==> src/rtl/pc_fetch_unit.sv <==
// rtl/pc_fetch_unit.sv - program counter, instruction fetch handshake and retire counter
module pc_fetch_unit #(
  parameter logic [31:0] RESET_PC  = 32'h0000_0000,
  parameter logic [31:0] NOP_INSTR = 32'h0000_0013
) (
  input  logic        clk,
  input  logic        rst_n,
  input  logic [31:0] pc_step,
  input  logic        exec_done,
  input  logic        stall,
  input  logic        imem_ready,
  input  logic [31:0] imem_rdata,
  output logic        imem_req,
  output logic [31:0] imem_addr,
  output logic        instr_valid,
  output logic [31:0] instr,
  output logic [31:0] pc,
  output logic        misaligned,
  output logic [31:0] instret
);

  typedef enum logic [1:0] {
    S_REQ   = 2'd0,
    S_EXEC  = 2'd1,
    S_FAULT = 2'd2
  } state_t;

  state_t      state_q, state_d;
  logic        run_q;
  logic [31:0] pc_q, pc_d;
  logic [31:0] instr_q, instr_d;
  logic [31:0] instret_q, instret_d;
  logic        mis_q, mis_d;
  logic [31:0] next_pc;

  assign next_pc = pc_q + pc_step;

  // run_q keeps the request low for the first cycle out of reset
  always_ff @(posedge clk or negedge rst_n) begin
    if (!rst_n) begin
      state_q   <= S_REQ;
      run_q     <= 1'b0;
      pc_q      <= RESET_PC;
      instr_q   <= NOP_INSTR;
      instret_q <= 32'd0;
      mis_q     <= 1'b0;
    end else begin
      state_q   <= state_d;
      run_q     <= 1'b1;
      pc_q      <= pc_d;
      instr_q   <= instr_d;
      instret_q <= instret_d;
      mis_q     <= mis_d;
    end
  end

  always_comb begin
    state_d     = state_q;
    pc_d        = pc_q;
    instr_d     = instr_q;
    instret_d   = instret_q;
    mis_d       = mis_q;
    imem_req    = 1'b0;
    instr_valid = 1'b0;
    case (state_q)
      S_REQ: begin
        if (!run_q) begin
          if (RESET_PC[1:0] != 2'b00) begin
            state_d = S_FAULT;
            mis_d   = 1'b1;
          end
        end else begin
          imem_req = !stall;
          if (!stall && imem_ready) begin
            instr_d = imem_rdata;
            state_d = S_EXEC;
          end
        end
      end
      S_EXEC: begin
        instr_valid = 1'b1;
        if (exec_done) begin
          instret_d = instret_q + 32'd1;
          if (next_pc[1:0] == 2'b00) begin
            pc_d    = next_pc;
            instr_d = NOP_INSTR;
            state_d = S_REQ;
          end else begin
            mis_d   = 1'b1;
            state_d = S_FAULT;
          end
        end
      end
      S_FAULT: begin
        mis_d = 1'b1;
      end
      default: begin
        state_d = S_FAULT;
        mis_d   = 1'b1;
      end
    endcase
  end

  assign imem_addr  = pc_q;
  assign pc         = pc_q;
  assign instr      = instr_q;
  assign misaligned = mis_q;
  assign instret    = instret_q;

endmodule

==> config.mk <==
export PLATFORM = sky130hd
export DESIGN_NAME = pc_fetch_unit
export DESIGN_NICKNAME = d
export VERILOG_FILES = /design/src/rtl/pc_fetch_unit.sv
export SDC_FILE = /design/constraint.sdc
export NUM_CORES = 1
export LEC_CHECK = 0
export ABC_CLOCK_PERIOD_IN_PS = 3010
export CAP_MARGIN = 20
export CORE_UTILIZATION = 46
export DETAILED_ROUTE_END_ITERATION = 6
export PLACE_DENSITY = 0.89
export SLEW_MARGIN = 5
export SYNTH_ARGS = -nofsm -noshare
export SYNTH_HDL_FRONTEND = slang
export SYNTH_SLANG_ARGS = --single-unit
==> constraint.sdc <==
create_clock -name clk -period 3.01 [get_ports clk]
set_input_delay 0.602 -clock clk [delete_from_list [all_inputs] [get_ports clk]]
set_output_delay 0.602 -clock clk [all_outputs]
set_load 0.02 [all_outputs]
==> summary.md, run 1 <==
| Metric | Value |
|---|---|
| Synth area leader | `dfrtp_1` |
| Compound-Gate Fraction of Synth Area | `about 17%` |
| Die Y | `114.5 µm` |
| Synth Area per Inst | `around 9.0 µm²` |
| Placed insts | `~1000` |
| Largest net degree at the start of global routing | `52` |
| CTS buffer count | `9` |
| Wire per inst | `14.68 µm` |
| Asr flop ratio synth | `100.0%` |
| Post-synthesis mux area share | `less than 1%` |
| Post-synthesis cell type count | `54` |
| Resized cells post-CTS | `0` |
| Routability Congestion | `0.9540` |
| Worst-Margin Slew | `0.6145 ns` |
| Fill cells | `916` |
| Hold Path Class | `input pin to asynchronous set/reset pin` |
| Final ANT Viol Nets | `0` |
| Final cycle utilization of the critical path | `96.48%` |
| PwrDens | `between 600 and 700 nW/µm²` |
| Synth top area cells | `dfrtp_1 42%, nand2_1 8.3%, ha_1 6.9%` |
| First-pass GRT wire length | `around 24 mm` |
| Die width | `approximately 110 µm` |
| Post-Syn Instances | `647` |
| Clk_lat worst skew | `0.34 ns` |
| Static Leakage | `3.894 nW` |
| Cts hold-fix bufs | `0` |
| Met2 WL | `7.342 mm` |
| Clock slew at reported path FFs | `0.07 ns` |
| RSZ-0062 raised after global routing | `no` |
| CP arrival | `~3.1 ns` |
| DRC Markers | `0` |
| CTS root buf | `clkbuf_16` |
| FP Rows | `40` |
| Req. time, crit path | `3.22 ns` |
| N_diodes | `0` |
| Number of setup buffers added after CTS | `0` |
| DRT met1 WL | `6.392 mm` |
| Xor/xnor cell area share of the yosys netlist | `under 10%` |
| Min Hold Slack | `approximately 0.16 ns` |
| Vias in the first global route | `around 5100` |
| I/O pin cnt | `200` |
| FF+latch count, synth | `100` |
| Critical path type | `input pin to flip-flop` |
| Layout area overhead | `44.57%` |
| Setup violators final | `0` |
| Via Count | `5325` |
| Clock Skew | `0.008663 ns` |
| Mapped Nets | `749` |
| Worst Setup Start Kind | `input pin` |
| Slowest cell on crit path | `clkdlybuf4s50_1` |
| Synth Area in Adders | `between 7 and 8%` |
| CTS tree | `yes` |
| Initial DRC Count | `around 360` |
| Top-area cell type share of the netlist area | `a little over two fifths` |
| Crit path cell chain | `clkdlybuf4s50_1 > ha_1 > fa_1 > a21o_1 > a31o_1 > and4_1 > o21ai_1 > o31ai_1 > o21ai_0 > xor2_1 > o21ai_0` |
| Achievable Freq | `approximately 340 MHz` |
| Largest family of logic cells by synthesized area | `simple AND/OR/NAND/NOR gates` |
| Initial antenna violation count | `0` |
| Max layer used | `met4` |
| Worst-case clock buffer depth | `2` |
| Synth Flop Type | `dfrtp_1` |
| Final net count | `about 950` |
| Core Area | `12160 µm²` |
| Relative slew slack | `58.94%` |
| Simple-gate share of the synthesized area | `17.54%` |
| Post-Layout Cell Count | `approximately 1000` |
| Fin crit period | `between 2 and 3 ns` |
| Max FO, Critical Path | `3` |
| Total GRT Usage | `23.21%` |
| Register area share after synthesis | `43.07%` |
| Layout cell share with drive strength beyond 1 | `under 10%` |
| Pre-antenna DRT Iters | `4` |
| Post-DP HPWL | `11.65 mm` |
| Run status | `finished, final reports clean` |
| Crit path top cell by count | `o21ai_0` |
| DR vias/cell | `5.210` |
| Total Die Area | `around 13000 µm²` |
| Slew Limit Fails | `0` |
| Synth Cell Area | `5819 µm²` |
| Total wire length | `15.01 mm` |
| PortBufs | `199` |
| Initial Util | `~48%` |
| CP max stage delay | `just over 0.4 ns` |
| Fin util | `between 60% and 70%` |
| H-Tree Depth | `3` |
| Final TNS setup | `0 ns` |
| Max Cap Violations | `0` |
| Setup crit end kind | `flip-flop` |
| Metal3 WL | `992 µm` |
| GRT overflow | `0` |
| EDFF count, synth | `0` |
| Peak supply drop | `0.3717 mV` |
| Final count of hold timing violations | `0` |
| Synth warn | `0` |
| Clock Sinks | `100` |
## cells in the mapped netlist (2+ instances only)
cell type and count:
nand2_1 129, dfrtp_1 97, o21ai_0 71, xnor2_1 33, buf_4 32, ha_1 32, a21oi_1 31, nor2_1 28
xor2_1 25, nand3_1 21, clkbuf_1 20, a21o_1 19, inv_1 10, and3_1 9, nand4_1 9, a31oi_1 7
and2_1 5, buf_2 5, nand2b_1 5, o21ai_1 5, o21bai_1 5, o211ai_1 4, o31ai_1 4, dfstp_2 3
a211oi_1 2, a41oi_1 2, and4_1 2, nor3_1 2, nor3b_1 2, nor4bb_1 2, o2111ai_1 2, or2_2 2
## where the power goes
group | internal [mW] | switching [mW]
Combinational | 1.30 | 1.37
Sequential | 1.62 | 0.219
Clock | 0.599 | 0.535
Total | 3.51 | 2.13
## cell usage in the layout, fill, tap and decap left out, types with 10 or more instances in the layout
cell,count
buf_4,48
nand2_1,129
xnor2_1,33
nand3_1,20
a21oi_1,30
nor2_1,28
ha_1,32
a21o_1,19
inv_1,10
dfrtp_1,97
xor2_1,25
clkdlybuf4s50_1,198
o21ai_0,71
## layout make-up
class	count	area, µm²	area share (%)
well taps	168	210.2	2.499
multi-input cells	480	2984	35.47
repair buffers	248	2382	28.32
clock buffers	10	239.0	2.841
clock inverters	6	53.80	0.6395
flip-flops and latches	100	2506	29.79
inverters	10	37.54	0.4462
## per-stage QoR
| step | setup slack, ns | cell area [µm²] | total power [mW] |
|---|---|---|---|
| floorplan | 0.3453 | 5819 | 3.345 |
| global placement | -0.1704 | 8088 | 4.427 |
| detailed placement | -0.2333 | 8088 | 4.489 |
| CTS | 0.09665 | 8381 | 5.648 |
| global route | 0.01907 | 8413 | 5.968 |
| finish | 0.1059 | 8413 | 5.640 |
## metal layers
| metal | track usage, % | vias up |
|---|---|---|
| met5 | 0 | - |
| met4 | 7.359 | 0 |
| met3 | 3.547 | 24 |
| met2 | 41.49 | 187 |
| met1 | 28.72 | 2485 |
| li1 | - | 2629 |
## worst max-delay path, delay by kind of cell
kind	cells	cell delay, ns
XOR/XNOR	1	0.15
AO/OA/AOI/OAI	6	1.10
adder cells (fa/ha/maj)	2	0.65
buffers and inverters	1	0.41
AND/OR/NAND/NOR	1	0.20
## state kept, by name, summed over array words and instances (netlist names)
| signal | flops |
|---|---|
| imem_addr | 32 |
| misaligned | 1 |
| run_q | 1 |
| instret | 32 |
| state_q | 2 |
| instr | 32 |
## worst paths after layout
check / from / cells after the start / slack, ns / endpoint
max: pc_step[0] / 11 / 0.11 / imem_addr[28]$_DFFE_PN0P_
max in group asynchronous: rst_n / 2 / 2.18 / imem_addr[13]$_DFFE_PN0P_
min: rst_n / 1 / 0.16 / instret[15]$_DFFE_PN0P_
min in group clk: misaligned$_DFFE_PN0P_ / 1 / 0.48 / misaligned$_DFFE_PN0P_
min reg2reg: misaligned$_DFFE_PN0P_ / 1 / 0.48 / misaligned$_DFFE_PN0P_
max reg2reg: imem_addr[0]$_DFFE_PN0P_ / 10 / 0.33 / imem_addr[28]$_DFFE_PN0P_
## logic make-up after synthesis
logic type	after synthesis
AOI/OAI and AO/OA	163
xor gates and xnor gates	58
adders and majority gates	33
buffers and inverters	67
DFF	100
muxes	1
other	1
and+or+nand+nor	224
(Power assumes the default switching activity.)
==> inputs of run 2 (changes only) <==
Settings changed: REMOVE_ABC_BUFFERS from default to 1.
==> run 2 against run 1 <==
Final cell count rose by 0.68%. Global-route usage rose by 1.8 points. Die area did not move. Core utilization rose by 0.60 points. Clock power rose by 9.7%. Fmax rose by 1.1%. Sequential share of layout area fell by 0.25 points. Critical path type unchanged. Largest cell class unchanged. Largest power group unchanged.
==> summary.md, run 2 (synthesized netlist as in run 1, its figures left out) <==
| Metric | Value |
|---|---|
| Achievable Freq | `348.2 MHz` |
| Die width | `114.5 µm` |
| DR vias/cell | `5.289` |
| Slew Limit Fails | `0` |
| Pre-antenna DRT Iters | `5` |
| First-pass GRT wire length | `25.74 mm` |
| Layout area overhead | `45.82%` |
| Final cycle utilization of the critical path | `95.43%` |
| Post-DP HPWL | `about 12 mm` |
| CP arrival | `3.10 ns` |
| DRC Markers | `0` |
| Static Leakage | `approximately 3.9 nW` |
| Setup violators final | `0` |
| Final Instance Area | `8486 µm²` |
| Worst-case clock buffer depth | `2` |
| Hold Path Class | `input pin to asynchronous set/reset pin` |
| H-Tree Depth | `3` |
| Post-Layout Cell Count | `around 1000` |
| Clk_lat worst skew | `~0.35 ns` |
| Initial antenna violation count | `0` |
| Initial DRC Count | `between 300 and 400` |
| N_diodes | `0` |
| PortBufs | `199` |
| Routability Congestion | `slightly above 0.9` |
| Crit path cell chain | `clkdlybuf4s50_1 > ha_1 > a21oi_1 > o21ai_1 > o221ai_2 > nand3_1 > a41o_2 > a31oi_1 > nor4bb_1 > o32a_1` |
| Peak supply drop | `0.4057 mV` |
| Critical path type | `input pin to flip-flop` |
| Cts hold-fix bufs | `0` |
| GRT overflow | `0` |
| Fin util | `69.77%` |
| Largest net degree at the start of global routing | `65` |
| Total Die Area | `~13000 µm²` |
| Number of setup buffers added after CTS | `0` |
| Dpl cell area | `slightly above 8000 µm²` |
| Clock Skew | `0.01295 ns` |
| Final count of hold timing violations | `0` |
| Via Count | `between 5000 and 6000` |
| CTS buffer count | `9` |
| Clock slew at reported path FFs | `roughly 0.080 ns` |
| Req. time, crit path | `3.24 ns` |
| Total GRT Usage | `24.99%` |
| Clock Sinks | `100` |
| Max FO, Critical Path | `5` |
| CP max stage delay | `0.42 ns` |
| Fill cells | `924` |
| Final net count | `roughly 960` |
| Total wire length | `15.77 mm` |
| PwrDens | `677.7 nW/µm²` |
| Worst Setup Start Kind | `input pin` |
| CTS tree | `yes` |
| Most frequent cells in the layout | `198 x clkdlybuf4s50_1, 129 x nand2_1, 97 x dfrtp_1, 71 x o21ai_0, 55 x buf_4` |
| Wire per inst | `about 15 µm` |
| Run status | `finished, final reports clean` |
| Slowest cell on crit path | `clkdlybuf4s50_1` |
| Layout cell share with drive strength beyond 1 | `10.45%` |
| Placed insts | `1013` |
| Most common cell after layout, fill and taps aside | `clkdlybuf4s50_1` |
| CTS root buf | `clkbuf_16` |
| Fin crit period | `2.872 ns` |
| Die Y | `114.5 µm` |
| RSZ-0062 raised after global routing | `no` |
| Setup crit end kind | `flip-flop` |
| Final ANT Viol Nets | `0` |
| Initial Util | `47.85%` |
| I/O pin cnt | `200` |
| Vias in the first global route | `5355` |
| Max Cap Violations | `0` |
| FP Rows | `40` |
| Core Area | `12160 µm²` |
[run 2: worst max-delay path: cells and delay by family]
family / cells / cell delay, ns
AOI/OAI and AO/OA: 6 / 1.45
and+or+nand+nor: 2 / 0.24
buffers and inverters: 1 / 0.42
adders and majority gates: 1 / 0.38
[run 2: area by class of cell]
cell class                      count  area, µm²  share of cell area (%)
Inverter                           10      37.54                  0.4423
Clock inverter                      7      102.6                   1.209
Clock buffer                        9      225.2                   2.654
Timing Repair Buffer              255       2435                   28.69
Multi-Input combinational cell    480       2969                   34.99
Sequential cell                   100       2506                   29.53
Tap cell                          168      210.2                   2.477
[run 2: timing repair]
item / in CTS / in global routing
endpoints found under the hold margin: 0 / 0
gates resized for setup: 0 / 3
endpoints found under the setup margin: 0 / 4
[run 2: worst paths after layout]
check                                          from                        end  slack [ns]  depth (start not counted)
max in group asynchronous                     rst_n   imem_addr[5]$_DFFE_PN0P_        2.06                          2
max reg2reg                imem_addr[0]$_DFFE_PN0P_  imem_addr[20]$_DFFE_PN0P_        0.32                         10
min                                           rst_n      instr[28]$_DFFE_PN0P_        0.17                          1
max                                      pc_step[4]  imem_addr[27]$_DFFE_PN0P_        0.14                         10
min in group clk             misaligned$_DFFE_PN0P_     misaligned$_DFFE_PN0P_        0.48                          1
min reg2reg                  misaligned$_DFFE_PN0P_     misaligned$_DFFE_PN0P_        0.48                          1
[run 2: layer usage]
metal	vias up	GRT usage [%]	routed length [µm]
li1	2631	-	-
met5	-	0	0
met1	2537	31.60	6700
met2	231	42.22	7430
met3	43	4.182	1125
met4	0	10.91	508
[run 2: power breakdown]
| part | internal [mW] | switching (mW) |
|---|---|---|
| logic | 1.31 | 1.37 |
| registers | 1.62 | 0.220 |
| clock network | 0.676 | 0.567 |
| total | 3.60 | 2.15 |
[run 2: per-stage QoR]
step                      setup TNS, ns  setup slack (ns)  hold slack (ns)  power [mW]
final                                 0            0.1377           0.1668       5.751
after global routing                  0           0.01639           0.1869       6.102
after CTS                             0           0.08275           0.1724       5.777
after detailed placement         -2.114           -0.2889           0.4568       4.513
after global placement          -0.9690           -0.1545           0.4557       4.435
after floorplan                  -35.02            -1.091           0.3064       3.198
